===== config.mk =====
export PLATFORM = sky130hd
export DESIGN_NAME = tpg_frame_ctrl
export DESIGN_NICKNAME = d
export VERILOG_FILES = /design/src/rtl/tpg_pkg.sv /design/src/rtl/tpg_frame_ctrl.sv
export SDC_FILE = /design/constraint.sdc
export NUM_CORES = 1
export LEC_CHECK = 0
export ABC_AREA = 1
export ABC_CLOCK_PERIOD_IN_PS = 3470
export CAP_MARGIN = 25
export CORE_ASPECT_RATIO = 0.9
export CORE_MARGIN = 1.5
export CORE_UTILIZATION = 41
export DETAILED_ROUTE_END_ITERATION = 7
export HOLD_SLACK_MARGIN = 0.08
export MAX_ROUTING_LAYER = met4
export PLACE_DENSITY = 0.79
export REMOVE_ABC_BUFFERS = 1
export SLEW_MARGIN = 40
export SYNTH_ARGS = -nofsm -noshare
export SYNTH_HDL_FRONTEND = slang
export SYNTH_SLANG_ARGS = --single-unit

===== constraint.sdc =====
create_clock -name clk -period 3.47 [get_ports clk]
set_clock_uncertainty 0.2 [all_clocks]
set_input_delay 0.347 -clock clk [delete_from_list [all_inputs] [get_ports clk]]
set_output_delay 0.347 -clock clk [all_outputs]
set_load 0.01 [all_outputs]

===== src/rtl/tpg_pkg.sv =====
// Shared definitions for the test-pattern generator.
//   - tpg_mode_t : pattern select encoding (CHECKER/BARS/RAMP/GRID)
//   - NUM_BARS   : number of vertical bars in the BARS pattern
//   - bar_bound  : first column of bar k (elaboration-time constant)
//   - bar_level  : grey level of bar k, floor(k*MAX/(NUM_BARS-1))
package tpg_pkg;

    typedef enum logic [1:0] {
        CHECKER = 2'd0,
        BARS    = 2'd1,
        RAMP    = 2'd2,
        GRID    = 2'd3
    } tpg_mode_t;

    localparam int NUM_BARS  = 8;
    localparam int BAR_IDX_W = 3;

    // Left edge of bar k for a line of h_active pixels.
    function automatic int bar_bound(input int k, input int h_active);
        return (k * h_active) / NUM_BARS;
    endfunction

    // Grey level of bar k: evenly spread from 0 to full scale.
    function automatic int bar_level(input int k, input int pix_w);
        return (k * ((1 << pix_w) - 1)) / (NUM_BARS - 1);
    endfunction

endpackage


===== src/rtl/tpg_frame_ctrl.sv =====
// Frame-level control for the test-pattern generator.
// Detects the frame-start pixel, latches the pattern mode, accumulates the
// scroll offset and counts frames. Mode and offset are forwarded through a
// bypass so the frame-start pixel itself already uses the new values.
//
// Ports:
//   clk, rst_n   : pixel clock, synchronous active-low reset
//   vga_x, vga_y : current pixel coordinates
//   de_in        : active-video qualifier
//   mode_in      : requested pattern (sampled only at frame start)
//   scroll_en    : advance offset by SCROLL_STEP at frame start
//   mode_eff     : mode in force for the current pixel
//   off_eff      : low OFF_W bits of the offset in force for the current pixel
//   frame_cnt    : frame starts seen since reset, modulo 256
module tpg_frame_ctrl
    import tpg_pkg::*;
#(
    parameter int COORD_W     = 11,
    parameter int OFF_W       = 8,
    parameter int SCROLL_STEP = 4
) (
    input  logic               clk,
    input  logic               rst_n,
    input  logic [COORD_W-1:0] vga_x,
    input  logic [COORD_W-1:0] vga_y,
    input  logic               de_in,
    input  logic [1:0]         mode_in,
    input  logic               scroll_en,
    output tpg_mode_t          mode_eff,
    output logic [OFF_W-1:0]   off_eff,
    output logic [7:0]         frame_cnt
);

    localparam logic [COORD_W-1:0] STEP_C = COORD_W'(SCROLL_STEP);

    tpg_mode_t          mode_reg;
    logic [COORD_W-1:0] off_reg;
    logic [COORD_W-1:0] off_next;
    logic [7:0]         frame_cnt_reg;
    logic               fs;

    assign fs = de_in && (vga_x == '0) && (vga_y == '0);

    // Offset that applies from this frame start onward; wraps naturally.
    always_comb begin
        off_next = off_reg;
        if (fs && scroll_en) begin
            off_next = off_reg + STEP_C;
        end
    end

    // Bypass: the frame-start pixel sees the freshly selected mode/offset.
    assign mode_eff  = fs ? tpg_mode_t'(mode_in) : mode_reg;
    assign off_eff   = off_next[OFF_W-1:0];
    assign frame_cnt = frame_cnt_reg;

    always_ff @(posedge clk) begin
        if (!rst_n) begin
            mode_reg      <= CHECKER;
            off_reg       <= '0;
            frame_cnt_reg <= '0;
        end else if (fs) begin
            mode_reg      <= tpg_mode_t'(mode_in);
            off_reg       <= off_next;
            frame_cnt_reg <= frame_cnt_reg + 8'd1;
        end
    end

endmodule


**Yosys cells after proc, flatten, opt, wreduce, memory -nomap -nowiden**

Cells that the tools add are included.

- Multiplexer cells: 2
- Reductions and logical operators: 6
- Add/sub/neg operators: 2

Operator list:

| kind | count |
|---|---|
| zero test 11 bit | 2 |
| adder 11 x 3 -> 11 bit (second input constant) | 1 |
| adder 8 x 1 -> 8 bit (second input constant) | 1 |
| two-way mux 8 bit | 1 |
| logical AND 1 bit | 3 |
| two-way mux 2 bit | 1 |
| AND reduction 2 bit | 1 |

- Logic and storage cells: 14
- Flip-flop bits (word level): 21
- Bits of input ports: 28

**Logic depth before layout (Yosys ltp)**

Gate-level depths: netlist of run 1.

- Depth after elaboration: 5
- Gate-level depth with buffers: 10
- Depth with buffers taken out: 9

**Worst setup path before layout of run 1**

Ideal clock, no wire load.

- Path type: input -> output
- Start: input port vga_x[7]
- End: output port off_eff[6]
- Stages on the path: 9
- Path slack: 1.720 ns
- Arrival time: 1.203 ns
- Cell sequence: nor2_1 nand2_1 nor2_4 nand3_4 buf_6 nor2_1 nand2_1 nand2_2 inv_1

- Longest elaborated chain between the ends: 5

RTL lines:

| element | line | RTL |
|---|---|---|
| from (decl) | tpg_frame_ctrl.sv:24 | `input logic [COORD_W-1:0] vga_x,` |
| zero test 11 bit | tpg_frame_ctrl.sv:42 | `assign fs = de_in && (vga_x == '0) && (vga_y == '0);` |
| logical AND 1 bit (2 in series) | tpg_frame_ctrl.sv:42 |  |
| logical AND 1 bit | tpg_frame_ctrl.sv:47 | `if (fs && scroll_en) begin` |
| two-way mux 8 bit | tpg_frame_ctrl.sv:47 |  |
| to (decl) | tpg_frame_ctrl.sv:30 | `output logic [OFF_W-1:0] off_eff,` |

Every way passes these cells.

**Final worst setup path of run 1**

- Start: input port de_in
- End: output port off_eff[5]

- Longest elaborated chain between the ends: 4

RTL lines:

| element | line | RTL |
|---|---|---|
| from (decl) | tpg_frame_ctrl.sv:26 | `input logic de_in,` |
| logical AND 1 bit (2 in series) | tpg_frame_ctrl.sv:42 |  |
| logical AND 1 bit | tpg_frame_ctrl.sv:47 |  |
| two-way mux 8 bit | tpg_frame_ctrl.sv:47 |  |

Every way passes these cells.

==> results.py, run 1 <==
metrics = {
    "synth": {
        "synth-adder-area-share_pct": 2.47,
        "synthesis.area_per_instance_um2": 6.15,
        "synth_largest_type_area_fraction_pct": 31.6,
        "post_synth_num_cell_types": 22,
        "synth_area_leaders": "dfxtp_1 (32%), nand2_1 (16%), nor2_1 (16%)",
        "ys_warn_count": 0,
        "yosys.area_share.simple_pct": 46.6,
        "netlist_area_um2": 1010,
        "ys_ff_latch": 16,
        "synth_compound_gate_area_share_pct": 8.01,
        "synth_top_area_cell": "dfxtp_1",
        "combinational_family_with_the_most_area_after_synthesis": "simple AND/OR/NAND/NOR gates",
        "synth_mux_area_share_pct": 0,
        "syn-instance-count": 165,
        "post_synth_xor_area_fraction_pct": 0,
        "ys_seq_area_share_pct": 31.6,
    },
    "global_routing": {
        "global_route.overflow_total": 0,
        "grt_max_degree": 14,
        "antenna_found_initial": 0,
        "grt_first_pass_wirelength_mm": 4.64,
        "grt_pass1_vias": 1089,
        "track_usage_pct": 21.6,
    },
    "pwr": {
        "power_per_cell_area_nw_per_um2": 239,
        "ir_drop_v": 0.000205,
        "total_leakage_power_nw": 0.608,
        "total_power_mw": 0.355,
    },
    "placement": {
        "routability_cong": 0.862,
        "numPlacedInstances": 231,
        "numPortBuffers": 43,
        "dp_hpwl_mm": 2.14,
        "place_ws_ns": 0.629,
    },
    "floorplan": {
        "start_util_pct": 44.9,
        "die_area_um2": 2780,
        "io_pins": 46,
        "placeableCoreArea_um2": 2260,
        "die_boundary_width_um": 55.4,
        "die_height_um": 50.2,
        "floorplan.rows": 16,
    },
    "layout": {
        "layout.nets": 239,
        "final.fill_count": 206,
        "post_layout_nonfiller_instances": 235,
        "antenna-diode-count": 0,
        "highest_count_cells_in_the_layout_ignoring_fill_and_taps": "nor2_1 (43), nand2_1 (43), clkdlybuf4s50_1 (43)",
        "area_growth_syn_to_layout_pct": 46.1,
        "largest_reg_flops": 8,
        "share_of_cells_above_drive_strength_1_pct": 6.73,
    },
    "detailed_routing": {
        "drt-wirelength-per-cell_um": 11.4,
        "drtPass1Iterations": 5,
        "drc_viols": 0,
        "detail_route.iter0.violations": 75,
        "route.detailed.vias_per_inst": 4.89,
        "vias": 1148,
        "antenna_violating_nets_post_route": 0,
        "postRouteWirelength_mm": 2.67,
    },
    "sta": {
        "maxSlewViolCount": 0,
        "total_negative_slack_ns": 0,
        "timing.final.ws_setup_ns": 0.629,
        "hold_viol": 0,
        "period_share_pct": 81.9,
        "fin_worst_hold_slack_ns": 0.277,
        "final.min_clock_period_ns": 2.84,
        "grt_setup_unrepaired": "no",
        "maxClockFrequency_mhz": 352,
        "timing.final.setup_violations": 0,
    },
    "setup_path": {
        "cp_data_arrival_time_ns": 2.29,
        "cp_slowest_cell": "clkdlybuf4s50_1",
        "cp_slowest_stage_delay_ns": 0.53,
        "path_cells": "clkdlybuf4s50_1 > inv_1 > nor2_1 > nand2_1 > nor2_4 > nand3_4 > inv_2 > nand3_1 > nand2_1 > clkdlybuf4s50_1",
        "cp_data_required_time_ns": 2.92,
        "critical_path_peak_fanout": 13,
        "crit_path_start_kind": "input port",
        "setup.worst_path.end_class": "output pin",
        "timing.setup.critical_path_class": "in2out",
    },
    "cts": {
        "worstSkewPairLatency_ns": 0.29,
        "post_cts_resize_count": 0,
        "clk_root_buffer_cell": "clkbuf_4",
        "cts_sinks": 16,
        "h-tree-depth": 1,
        "cts_made_buffers": 3,
        "max-clock-path-buffers": 2,
        "tritoncts": "built",
        "ctsHoldBuffers": 0,
        "clk_pin_slew_worst_paths_ns": 0.09,
        "postCtsSetupRepairBufs": 0,
    },
    "run": {
        "timing.max_cap.violations": 0,
    },
    "min_path": {
        "hold_path.class": "reg2reg",
    },
    "outcome": {
        "outcome": "complete, no violations",
    },
}
## critical path, delay by kind of cell
family	cells	cell delay [ns]
buffers and inverters	4	1.21
AND/OR/NAND/NOR	6	0.72
## cells by family (layout without fill, tap and decap cells)
logic type      Yosys count  count (layout)
compound gates           13              13
fa+ha+maj                 2               2
buf+inv                  25              67
flops                    16              16
other cells               1               2
simple gates            108             108
## through the flow
step           cell area [um^2]  util [%]
2_1_floorplan               982         -
3_3_place_gp               1450      63.9
3_5_place_dp               1450      63.9
4_1_cts                    1480      65.5
5_1_grt                    1480      65.5
6_report                   1480      65.5
## layer usage
| metal | vias to the layer above | track usage [%] | wire [um] |
|---|---|---|---|
| met5 | - | - | 0 |
| met4 | 0 | 7.72 | 42 |
| met3 | 6 | 5.15 | 146 |
| met2 | 46 | 38.9 | 1340 |
| met1 | 501 | 23.2 | 1140 |
| li1 | 595 | - | - |
## cell usage after synthesis (all sizes together)
cell    instances
nor2           47
nand2          44
inv            20
dfxtp          16
nand3          10
a21oi           7
buf             5
nand4           5
o21ai           4
ha              2
nor3            2
o21bai          2
conb            1
## worst paths after layout
path,slack [ns],depth (start not counted),start,end
worst min-delay path,0.28,2,mode_reg[1],mode_reg[1]
worst max register to register,1.91,8,frame_cnt[1],frame_cnt[6]
worst max-delay path,0.63,10,de_in,off_eff[5]
worst min register to register,0.28,2,mode_reg[1],mode_reg[1]
## cell type report
class | count | area, um^2 | share of cell area [%]
inverter | 20 | 75.1 | 5.06
timing repair buffer | 43 | 430 | 29.0
clock buffer | 4 | 36.3 | 2.45
tap | 27 | 33.8 | 2.28
multi-input combinational | 125 | 587 | 39.6
sequential | 16 | 320 | 21.6
## power breakdown
part	internal, mW	switching (mW)	total, mW
Combinational	0.0309	0.0172	0.0481
Sequential	0.183	0.0000000130	0.183
Clock	0.0640	0.0592	0.123
Power figures use the tool's default switching activity.
==> inputs of run 2 (changes only) <==
--- a/config.mk
+++ b/config.mk
@@ -6,7 +6,7 @@
 export NUM_CORES = 1
 export LEC_CHECK = 0
 export ABC_AREA = 1
-export ABC_CLOCK_PERIOD_IN_PS = 3470
+export ABC_CLOCK_PERIOD_IN_PS = 2700
 export CAP_MARGIN = 25
 export CORE_ASPECT_RATIO = 0.9
 export CORE_MARGIN = 1.5
==> constraint.sdc (replaced) <==
create_clock -name clk -period 2.7 [get_ports clk]
set_clock_uncertainty 0.2 [all_clocks]
set_input_delay 0.27 -clock clk [delete_from_list [all_inputs] [get_ports clk]]
set_output_delay 0.27 -clock clk [all_outputs]
set_load 0.01 [all_outputs]
==> run 2 against run 1 <==
Sequential share of layout area fell by 0.18 points. Register-to-register slack worse by 0.67 ns. Global-route usage decreased by 0.72 points. Core utilization grew 0.55 points. Critical path depth shrank 1. Flip-flop and latch count is the same. Power up 29%. First-iteration DRC count is 63% lower. Worst setup slack got worse by 0.51 ns. Combinational power up 30%. Critical endpoint is now off_eff[3]. Highest routed layer is now met3.
==> results.py, run 2 (same netlist as run 1, synthesis figures left out) <==
metrics = {
    "outcome": {
        "outcome": "complete, no violations",
    },
    "pwr": {
        "total_leakage_power_nw": 0.612,
        "total_power_mw": 0.456,
        "power_per_cell_area_nw_per_um2": 305,
        "ir_drop_v": 0.000270,
    },
    "cts": {
        "cts_made_buffers": 3,
        "worstSkewPairLatency_ns": 0.29,
        "clk_root_buffer_cell": "clkbuf_4",
        "tritoncts": "built",
        "ctsHoldBuffers": 0,
        "clk_pin_slew_worst_paths_ns": 0.09,
        "cts_sinks": 16,
        "h-tree-depth": 1,
        "max-clock-path-buffers": 2,
    },
    "detailed_routing": {
        "postRouteWirelength_mm": 2.62,
        "drtPass1Iterations": 5,
        "detail_route.iter0.violations": 28,
        "vias": 1139,
        "route.detailed.vias_per_inst": 4.83,
        "antenna_violating_nets_post_route": 0,
        "drt-wirelength-per-cell_um": 11.1,
        "drc_viols": 0,
    },
    "global_routing": {
        "grt_pass1_vias": 1102,
        "global_route.overflow_total": 0,
        "grt_first_pass_wirelength_mm": 4.61,
        "track_usage_pct": 20.8,
        "grt_max_degree": 11,
        "antenna_found_initial": 0,
    },
    "floorplan": {
        "die_boundary_width_um": 55.4,
        "die_area_um2": 2780,
        "io_pins": 46,
        "floorplan.rows": 16,
        "placeableCoreArea_um2": 2260,
        "die_height_um": 50.2,
        "start_util_pct": 44.9,
    },
    "sta": {
        "period_share_pct": 95.4,
        "grt_setup_unrepaired": "no",
        "maxSlewViolCount": 0,
        "timing.final.ws_setup_ns": 0.123,
        "total_negative_slack_ns": 0,
        "maxClockFrequency_mhz": 388,
        "final.min_clock_period_ns": 2.58,
        "timing.final.setup_violations": 0,
        "hold_viol": 0,
        "fin_worst_hold_slack_ns": 0.281,
    },
    "placement": {
        "dp_hpwl_mm": 2.17,
        "routability_cong": 0.845,
        "numPortBuffers": 43,
        "place_ws_ns": 0.0618,
        "placed_area_um2": 1450,
        "numPlacedInstances": 232,
    },
    "layout": {
        "antenna-diode-count": 0,
        "highest_count_cells_in_the_layout_ignoring_fill_and_taps": "nor2_1 (43), nand2_1 (43), clkdlybuf4s50_1 (43)",
        "final_core_util_pct": 66.1,
        "post-route-cell-area_um2": 1500,
        "post_layout_nonfiller_instances": 236,
        "area_growth_syn_to_layout_pct": 47.3,
        "largest_reg_flops": 8,
        "layout.nets": 240,
        "share_of_cells_above_drive_strength_1_pct": 7.66,
    },
    "setup_path": {
        "crit_path_start_kind": "input port",
        "setup.worst_path.end_class": "output pin",
        "cp_slowest_stage_delay_ns": 0.52,
        "cp_slowest_cell": "clkdlybuf4s50_1",
        "critical_path_peak_fanout": 6,
        "timing.setup.critical_path_class": "in2out",
        "cp_data_arrival_time_ns": 2.11,
        "cp_data_required_time_ns": 2.23,
        "path_cells": "clkdlybuf4s50_1 > nor2_1 > nand2_1 > nor2_4 > nand3_2 > o21bai_1 > nand2_1 > inv_1 > clkdlybuf4s50_1",
    },
    "run": {
        "timing.max_cap.violations": 0,
    },
    "min_path": {
        "hold_path.class": "reg2reg",
    },
}
==> run 2: worst max-delay path, delay by kind of cell <==
| kind | cells | cell delay [ns] |
|---|---|---|
| AND/OR/NAND/NOR | 5 | 0.68 |
| AO/OA/AOI/OAI | 1 | 0.16 |
| buffers and inverters | 3 | 0.99 |
==> run 2: routing by layer <==
metal / GRT usage (%) / up-vias / part of all wire (%)
li1: - / 598 / -
met1: 23.6 / 508 / 45
met2: 38.9 / 33 / 49
met3: 4.90 / 0 / 5.3
met4: 2.03 / 0 / 0
met5: - / - / 0
==> run 2: power by group <==
part,switching (mW),internal (mW)
combinational,0.0228,0.0397
clock,0.0760,0.0821
sequential,0.0000000161,0.236
total,0.0988,0.358
==> run 2: path summary, 6_finish.rpt <==
kind | from | end | slack (ns) | depth (start not counted)
setup / recovery | vga_x[3] | off_eff[3] | 0.12 | 9
hold / removal | mode_reg[0] | mode_reg[0] | 0.28 | 2
setup reg to reg | frame_cnt[0] | frame_cnt[6] | 1.24 | 8
hold reg to reg | mode_reg[0] | mode_reg[0] | 0.28 | 2
==> run 2: area by class of cell <==
| type | instances | area [um^2] |
|---|---|---|
| inverters | 20 | 75.1 |
| multi-input cells | 125 | 592 |
| flip-flops and latches | 16 | 320 |
| fillers | 224 | 767 |
| clock buffers | 4 | 36.3 |
| well taps | 27 | 33.8 |
| repair buffers | 44 | 438 |
==> run 2: repair_timing <==
| action | 4_1_cts | 5_1_grt |
|---|---|---|
| endpoints found under the hold margin | 0 | 0 |
| gates resized for setup | 0 | 1 |
| setup endpoints to repair | 0 | 2 |
| buffers inserted | 0 | 0 |
